$ cat src/rtl/frogger_pkg.sv
// Shared keycodes, screen geometry and the frog controller state type.
package frogger_pkg;

  localparam logic [7:0] KEY_NONE  = 8'h00;
  localparam logic [7:0] KEY_UP    = 8'h1A;
  localparam logic [7:0] KEY_DOWN  = 8'h16;
  localparam logic [7:0] KEY_LEFT  = 8'h04;
  localparam logic [7:0] KEY_RIGHT = 8'h07;

  localparam logic [10:0] SCREEN_W  = 11'd640;
  localparam logic [10:0] SCREEN_H  = 11'd480;
  localparam logic [10:0] FROG_SIZE = 11'd40;

  typedef enum logic [2:0] {
    ALIVE,
    SETTLE,
    DEAD,
    WIN,
    GAMEOVER
  } frog_state_t;

  // {valid, index} of the lowest set bit; lower pad indices win ties.
  function automatic logic [2:0] lowest_pad(input logic [3:0] hits);
    logic [2:0] sel;
    sel = 3'b000;
    for (int i = 3; i >= 0; i--) begin
      if (hits[i]) sel = {1'b1, 2'(i)};
    end
    return sel;
  endfunction

endpackage

$ cat src/rtl/frog_key_edge.sv
// Turns a held USB keycode into single-frame hop strobes, firing only when
// a direction key appears after a frame with no key pressed.
module frog_key_edge
  import frogger_pkg::*;
(
  input  logic       frame_clk,
  input  logic       Reset,
  input  logic [7:0] keycode,
  output logic       up,
  output logic       down,
  output logic       left,
  output logic       right
);

  logic [7:0] prev_key_reg;
  logic       was_idle;

  always_ff @(posedge frame_clk or posedge Reset) begin
    if (Reset) prev_key_reg <= KEY_NONE;
    else       prev_key_reg <= keycode;
  end

  assign was_idle = (prev_key_reg == KEY_NONE);
  assign up       = was_idle && (keycode == KEY_UP);
  assign down     = was_idle && (keycode == KEY_DOWN);
  assign left     = was_idle && (keycode == KEY_LEFT);
  assign right    = was_idle && (keycode == KEY_RIGHT);

endmodule

$ cat src/rtl/frog_rider_ctrl.sv
// Frog movement, lilypad riding, drowning, lives and win/lose control,
// advanced once per video frame.
module frog_rider_ctrl
  import frogger_pkg::*;
#(
  parameter logic [10:0] START_X     = 11'd300,
  parameter logic [10:0] START_Y     = 11'd440,
  parameter logic [10:0] HOP_STEP    = 11'd40,
  parameter logic [10:0] RIDE_STEP   = 11'd20,
  parameter logic [10:0] RIVER_Y_MIN = 11'd40,
  parameter logic [10:0] RIVER_Y_MAX = 11'd200,
  parameter logic [5:0]  DEAD_FRAMES = 6'd30,
  parameter logic [1:0]  LIVES_INIT  = 2'd3
) (
  input  logic        frame_clk,
  input  logic        Reset,
  input  logic [7:0]  keycode,
  input  logic [3:0]  LPad_Collision,
  input  logic [3:0]  LPad_Moved,
  input  logic [3:0]  LPad_Dir,
  output logic [10:0] Frog_X,
  output logic [10:0] Frog_Y,
  output logic [1:0]  Lives,
  output logic        Dead,
  output logic        win,
  output logic        lose
);

  frog_state_t state_reg;
  logic [5:0]  death_cnt_reg;

  logic        hop_up, hop_down, hop_left, hop_right;
  logic        hop_valid;
  logic [10:0] hop_x, hop_y;
  logic [11:0] x_wide;
  logic        in_river;
  logic [2:0]  pad_pick;
  logic        ride_valid, ride_right, ride_off_edge;
  logic [10:0] ride_x;

  frog_key_edge u_key_edge (
    .frame_clk (frame_clk),
    .Reset     (Reset),
    .keycode   (keycode),
    .up        (hop_up),
    .down      (hop_down),
    .left      (hop_left),
    .right     (hop_right)
  );

  assign x_wide = {1'b0, Frog_X};

  // A hop that would leave the playfield is dropped entirely.
  always_comb begin
    hop_valid = 1'b0;
    hop_x     = Frog_X;
    hop_y     = Frog_Y;
    if (hop_up && (Frog_Y >= HOP_STEP)) begin
      hop_valid = 1'b1;
      hop_y     = Frog_Y - HOP_STEP;
    end else if (hop_down && (Frog_Y != START_Y)) begin
      hop_valid = 1'b1;
      hop_y     = Frog_Y + HOP_STEP;
    end else if (hop_left && (Frog_X >= HOP_STEP)) begin
      hop_valid = 1'b1;
      hop_x     = Frog_X - HOP_STEP;
    end else if (hop_right && ((x_wide + {HOP_STEP, 1'b0}) <= {1'b0, SCREEN_W})) begin
      hop_valid = 1'b1;
      hop_x     = Frog_X + HOP_STEP;
    end
  end

  assign in_river      = (Frog_Y >= RIVER_Y_MIN) && (Frog_Y <= RIVER_Y_MAX);
  assign pad_pick      = lowest_pad(LPad_Collision & LPad_Moved);
  assign ride_valid    = pad_pick[2];
  assign ride_right    = LPad_Dir[pad_pick[1:0]];
  assign ride_off_edge = ride_right
                       ? ((x_wide + {1'b0, RIDE_STEP} + {1'b0, FROG_SIZE}) > {1'b0, SCREEN_W})
                       : (Frog_X < RIDE_STEP);
  assign ride_x        = ride_right ? (Frog_X + RIDE_STEP) : (Frog_X - RIDE_STEP);

  always_ff @(posedge frame_clk or posedge Reset) begin
    if (Reset) begin
      state_reg     <= ALIVE;
      Frog_X        <= START_X;
      Frog_Y        <= START_Y;
      Lives         <= LIVES_INIT;
      Dead          <= 1'b0;
      win           <= 1'b0;
      lose          <= 1'b0;
      death_cnt_reg <= 6'd0;
    end else begin
      case (state_reg)
        ALIVE: begin
          if (hop_valid) begin
            Frog_X <= hop_x;
            Frog_Y <= hop_y;
            if (hop_y == 11'd0) begin
              state_reg <= WIN;
              win       <= 1'b1;
            end else begin
              state_reg <= SETTLE;
            end
          end else if (in_river && ((LPad_Collision == 4'd0) || (ride_valid && ride_off_edge))) begin
            state_reg     <= DEAD;
            Dead          <= 1'b1;
            Lives         <= Lives - 2'd1;
            death_cnt_reg <= 6'd0;
          end else if (in_river && ride_valid) begin
            Frog_X <= ride_x;
          end
        end
        // Collision flags still describe the old position for one frame.
        SETTLE: state_reg <= ALIVE;
        DEAD: begin
          if (death_cnt_reg == (DEAD_FRAMES - 6'd1)) begin
            death_cnt_reg <= 6'd0;
            Dead          <= 1'b0;
            if (Lives == 2'd0) begin
              state_reg <= GAMEOVER;
              lose      <= 1'b1;
            end else begin
              state_reg <= ALIVE;
              Frog_X    <= START_X;
              Frog_Y    <= START_Y;
            end
          end else begin
            death_cnt_reg <= death_cnt_reg + 6'd1;
          end
        end
        WIN, GAMEOVER: ;
        default: state_reg <= ALIVE;
      endcase
    end
  end

endmodule

$ cat config.mk
export PLATFORM = sky130hd
export DESIGN_NAME = frog_rider_ctrl
export DESIGN_NICKNAME = d
export VERILOG_FILES = /design/src/rtl/frogger_pkg.sv /design/src/rtl/frog_key_edge.sv /design/src/rtl/frog_rider_ctrl.sv
export SDC_FILE = /design/constraint.sdc
export NUM_CORES = 1
export LEC_CHECK = 0
export ABC_CLOCK_PERIOD_IN_PS = 6680
export CAP_MARGIN = 15
export CORE_MARGIN = 2
export CORE_UTILIZATION = 40
export CTS_BUF_LIST = sky130_fd_sc_hd__clkbuf_4
export DETAILED_ROUTE_END_ITERATION = 8
export DONT_BUFFER_PORTS = 1
export PLACE_DENSITY = 0.51
export SYNTH_ARGS = -nofsm -noshare
export SYNTH_HDL_FRONTEND = slang
export SYNTH_SLANG_ARGS = --single-unit
$ cat constraint.sdc
create_clock -name frame_clk -period 6.68 [get_ports frame_clk]
set_input_delay 1.67 -clock frame_clk [delete_from_list [all_inputs] [get_ports frame_clk]]
set_output_delay 1.67 -clock frame_clk [all_outputs]
set_load 0.02 [all_outputs]
# Yosys cells after proc, flatten, opt, wreduce, memory -nomap -nowiden
# Index checks and enable logic that the tools add are counted.
[totals]
reg_bits = 44
latchBits = 0
mem_bits_rw = 0
rom_bits = 0
input_bits = 22
out_inout_bits = 27
word_cells = 120
mem_count = 0
[classes]
add_sub_neg = 11
n_mul = 0
div_mod_pow = 0
order_cmp = 7
n_eq_ne = 20
shift = 0
n_mux = 42
n_bitwise = 3
n_reduce_logical = 28
[ops]
columns = ["op", "n"]
rows = [
  ["$mux W11", 15],
  ["$pmux W11 S2", 2],
  ["$mux W3", 8],
  ["$add A11 B6 Y11 const B", 2],
  ["$ge A11 B6 Y1 const B", 2],
  ["$sub A11 B6 Y11 const B", 2],
  ["$mux W6", 3],
  ["$eq A8 B3 Y1 const B", 2],
  ["$eq A8 B5 Y1 const B", 2],
  ["$ne A3 B3 Y1 const B", 5],
  ["$reduce_and A3 Y1", 5],
  ["$add A11 B5 Y12 const B", 1],
  ["$add A11 B7 Y12 const B", 1],
  ["$add A12 B6 Y12 const B", 1],
  ["$gt A12 B10 Y1 const B", 1],
  ["$le A12 B10 Y1 const B", 1],
  ["$logic_and A1 B1 Y1", 12],
  ["$pmux W6 S2", 1],
  ["$add A11 B5 Y11 const B", 1],
  ["$le A11 B8 Y1 const B", 1],
  ["$logic_not A11 Y1", 1],
  ["$lt A11 B5 Y1 const B", 1],
  ["$ne A11 B9 Y1 const B", 1],
  ["$sub A11 B5 Y11 const B", 1],
  ["other kinds (24)", 39],
]

# Depth between registers and ports, before layout
[logic_depth]
ltp_word = 14
mapped_depth = 13
mapped_depth_nobuf = 11

# Modules after synthesis
# A second synthesis with hierarchy kept.
[hier_totals]
cells_unflattened = 377
hier_area_um2 = 3174.3
[modules_own_cells]
columns = ["module", "instances", "cells_each", "area_each_um2", "seq_area_each_um2"]
rows = [
  ["frog_rider_ctrl", 1, 356, 2845.2, 789.5],
  ["frog_key_edge", 1, 21, 329.1, 200.2],
]

# Worst setup path before layout
# No wires, ideal clock.
[synth_timing]
path_type = "input to register"
start = "in keycode[5]"
end = "reg death_cnt_reg[2]"
setup_time_ns = 0.125
arrival_ns = 3.800
required_time_ns = 6.555
path_slack_ns = 2.755
stages = 11
n_path_buf = 3
cell_sequence = "nor4_1 nand3_1 or3_1 buf_4 a21oi_4 nor2b_1 buf_4 and2_1 buf_2 o211ai_1 mux2_2"
[synth_via]
elab_chain_cells = 9
word_cells_on_any_way = 18
classes_between = "eq/ne (5); mux (4); reduce/logical (9)"
[synth_lines]
columns = ["element", "line_no", "rtl"]
rows = [
  ["start, declared", "frog_rider_ctrl.sv:17", "input logic [7:0] keycode,"],
  ["$eq A8 B3 Y1", "frog_key_edge.sv:27", "assign right = was_idle && (keycode == KEY_RIGHT);"],
  ["$logic_and A1 B1 Y1", "frog_key_edge.sv:27", ""],
  ["$logic_and A1 B1 Y1", "frog_rider_ctrl.sv:67", "end else if (hop_right && ((x_wide + {HOP_STEP, 1'b0}) <= {1'b0, SCREEN_W})) begin"],
  ["$mux W1", "frog_rider_ctrl.sv:67", ""],
  ["$mux W1", "frog_rider_ctrl.sv:64", "end else if (hop_left && (Frog_X >= HOP_STEP)) begin"],
  ["$mux W1", "frog_rider_ctrl.sv:61", "end else if (hop_down && (Frog_Y != START_Y)) begin"],
  ["$mux W1 *", "frog_rider_ctrl.sv:58", "if (hop_up && (Frog_Y >= HOP_STEP)) begin"],
  ["$ne A2 B2 Y1 (no line) *", "--", ""],
  ["$reduce_and A3 Y1 (no line) *", "--", ""],
  ["end signal, assigned", "frog_rider_ctrl.sv:128", "death_cnt_reg <= death_cnt_reg + 6'd1;"],
  ["end, declared", "frog_rider_ctrl.sv:30", "logic [5:0] death_cnt_reg;"],
]
# Every way passes the cells marked *; elsewhere a longest branch is shown, timed or not.
# A chain may end at the register's enable or synchronous reset.

# Worst setup path after layout
[layout_timing]
start = "in LPad_Collision[2]"
end = "reg death_cnt_reg[2]"
[layout_via]
elab_chain_cells = 12
word_cells_on_any_way = 13
classes_between = "eq/ne (1); mux (6); bitwise (1); reduce/logical (5)"
[layout_lines]
columns = ["element", "line_no", "rtl"]
rows = [
  ["start, declared", "frog_rider_ctrl.sv:18", "input logic [3:0] LPad_Collision,"],
  ["$and A4 B4 Y4", "frog_rider_ctrl.sv:74", "assign pad_pick = lowest_pad(LPad_Collision & LPad_Moved);"],
  ["$mux W3 (3 in series)", "frogger_pkg.sv:27", "if (hits[i]) sel = {1'b1, 2'(i)};"],
  ["$bmux W1 S2", "frog_rider_ctrl.sv:76", "assign ride_right = LPad_Dir[pad_pick[1:0]];"],
  ["$mux W1 (implied by the code)", "frog_rider_ctrl.sv:76", ""],
  ["$mux W1", "frog_rider_ctrl.sv:78", "? ((x_wide + {1'b0, RIDE_STEP} + {1'b0, FROG_SIZE}) > {1'b0, SCREEN_W})"],
  ["$logic_and A1 B1 Y1", "frog_rider_ctrl.sv:104", "end else if (in_river && ((LPad_Collision == 4'd0) || (ride_valid && ride_off_edge))) begin"],
  ["$logic_or A1 B1 Y1 *", "frog_rider_ctrl.sv:104", ""],
  ["$logic_and A1 B1 Y1 *", "frog_rider_ctrl.sv:104", ""],
  ["$ne A2 B2 Y1 (no line) *", "--", ""],
  ["$reduce_and A3 Y1 (no line) *", "--", ""],
]
# Every way passes the cells marked *; elsewhere a longest branch is shown, timed or not. The select of a mux whose other input is x is not followed.

==> qor.yml <==
status: "finished, final reports clean"
pwr-share-seq: 0.508
power.switching_mw: 0.107
synth_compound_area_frac: 0.243
fin_ws_ns: 2.89
yosysSeqAreaShare: 0.309
cts_htree_levels: 2
start_kind: "input port"
place_ws_ns: 2.50
antenna_found_initial: 0
grt_pass1_wl_um: 13300
dieHeight_um: 93.6
layout_min_cycle_time_ns: 3.79
rsz0062_at_grt: "false"
fill_cells: 800
synth_xor_xnor_area_share: 0.0300
synth.area.mux_share: 0.0425
netlist_area_sq_um: 3210
criticalPathCategory: "in -> reg"
area_growth_pct: 3.20
synth_top_family_by_area: "simple AND/OR/NAND/NOR gates"
holdPathStages: 1
ys_warn_count: 0
port_buffers: 0
num_rows: 32
netSwitchingFraction: 0.226
diodes: 0
netlist.area_leader.share: 0.218
powerDensity_nw_per_um2: 143
max_cap_violations: 0
clock_latency_ns: 0.37
drt_first_pass_iters: 4
place_hpwl_um: 5930
p_clk_frac: 0.438
overflow: 0
cts_resized: 0
via_count: 2736
synth-simple-area-share: 0.254
synth-seq-cells: 39
relSlewSlack: 0.479
worstPathArrival_ns: 4.06
synthTopCellsByArea: "dfrtp_1, dfstp_2, ha_1"
end_kind: "register"
cts-root-buf: "clkbuf_4"
cts.clk_slew.worst_paths_ns: 0.15
cts.sinks: 39
drt_wl_total_um: 7910
min_path_type: "reg -> reg"
holdBufCountCts: 0
internal-power_mw: 0.366
power_frac_comb: 0.053
routedWlPerCell_um: 16.7
globalplace.congestion: 0.797
setup_viol: 0
cts_tree: "done"
avgSynthCellArea_sq_um: 8.38
synthCells: 383
drt_iter0_markers: 148
drv_slew: 0
first_global_vias: 2664
hold_viol: 0
cp_max_fo: 14
io_pins: 49
layout.nets: 406
drive_gt1_frac: 0.111
final_cell_mix: "nand2_1, nor2_1, dfrtp_1, a21oi_1, o21ai_0"
ir_drop_v: 0.0000982
largest_reg_flops: 9
yosysTopAreaCell: "dfrtp_1"
die_w_um: 93.6
tns_ns: 0
min_period_over_period: 0.567
initial_core_util: 0.413
rr_worst_depth: 10
skew_ns: 0.0257
die_area_sq_um: 8750
worstPathRequired_ns: 6.95
ctsLongestPathBuffers: 2
synth.distinct_cells: 72
cts_setup_buffers: 0
synthArstFlopShare: 1.00
synth_edf_count: 0
numCtsBuffers: 5
fmax_mhz: 264
synth-main-ff-cell: "dfrtp_1"
drc: 0
viasPerCell: 5.78
grt_max_degree: 40
detail-route-antenna-nets: 0
worst_slew_pin_slew_ns: 0.779
final_common_cell: "nand2_1"
grt_util_all_layers: 0.189
core_sq_um: 7770
p_leak_nw: 1.30
synth_fa_ha_area_frac: 0.0546
[power by group through the flow]
stage	logic (mW)	registers (mW)	clock network, mW
after floorplan	0.0234	0.244	0
after global placement	0.0257	0.245	0
after detailed placement	0.0258	0.245	0
after CTS	0.0258	0.241	0.214
after global routing	0.0290	0.241	0.225
final	0.0253	0.240	0.207
[final cells by class]
class / instances / area (sq um) / area share
inverters: 13 / 48.8 / 0.0147
clock inverters: 3 / 71.3 / 0.0215
well taps: 102 / 128 / 0.0385
repair buffers: 2 / 15.0 / 0.00454
clock buffers: 5 / 37.5 / 0.0113
multi-input cells: 309 / 2020 / 0.610
flip-flops and latches: 39 / 990 / 0.299
[per-layer routing]
metal,GRT usage,up-vias,share of wire
met4,0.0471,0,0.013
met5,0,-,0
met2,0.312,57,0.47
met3,0.0403,12,0.051
li1,-,1366,-
met1,0.253,1301,0.47
[final timing paths]
check,to,slack [ns],start
setup / recovery,death_cnt_reg[2]$_DFFE_PP0P_,2.89,LPad_Collision[2]
setup reg to reg,death_cnt_reg[2]$_DFFE_PP0P_,2.99,Frog_X[4]$_DFFE_PP0P_
max in group asynchronous,Frog_Y[4]$_DFFE_PP1P_,5.00,Reset
hold reg to reg,death_cnt_reg[3]$_DFFE_PP0P_,0.55,death_cnt_reg[3]$_DFFE_PP0P_
hold / removal,death_cnt_reg[3]$_DFFE_PP0P_,0.55,death_cnt_reg[3]$_DFFE_PP0P_
min in group asynchronous,win$_DFFE_PP0P_,1.28,Reset
[cells in the mapped netlist (all sizes together), types with 8 or more instances]
cell type / instances
a21oi: 29
buf: 18
clkbuf: 8
dfrtp: 28
dfstp: 11
ha: 14
inv: 12
mux2i: 8
nand2: 40
nand3: 13
nor2: 31
nor2b: 9
nor3: 18
o21ai: 26
or3: 9
[cell families (layout without fill, tap and decap cells)]
family,Yosys count,in the layout
fa+ha+maj,14,14
mux,12,12
flops,39,39
xor+xnor,11,11
other cells,1,5
compound gates,110,110
simple gates,157,157
buf+inv,39,23
[worst max-delay path: stages]
cell and delay [ns]:
nand2_1 0.04, a32oi_1 0.09, a21oi_1 0.20, mux4_2 0.70, o21ai_0 0.21, o21bai_1 0.34
nand3_2 0.29, and3_1 0.26, mux2_2 0.25
[stage by stage]
step | util | area [sq um] | std cells | total power [mW] | hold slack, ns
3_3_place_gp | 0.412 | 3200 | 465 | 0.270 | 0.522
4_1_cts | 0.426 | 3310 | 473 | 0.480 | 0.554
3_5_place_dp | 0.412 | 3200 | 465 | 0.270 | 0.522
5_1_grt | 0.426 | 3310 | 473 | 0.495 | 0.577
2_1_floorplan | - | 3220 | 387 | 0.267 | 0.487
6_report | 0.426 | 3310 | 473 | 0.473 | 0.548
Note: power is estimated with default switching activity, not from simulation.
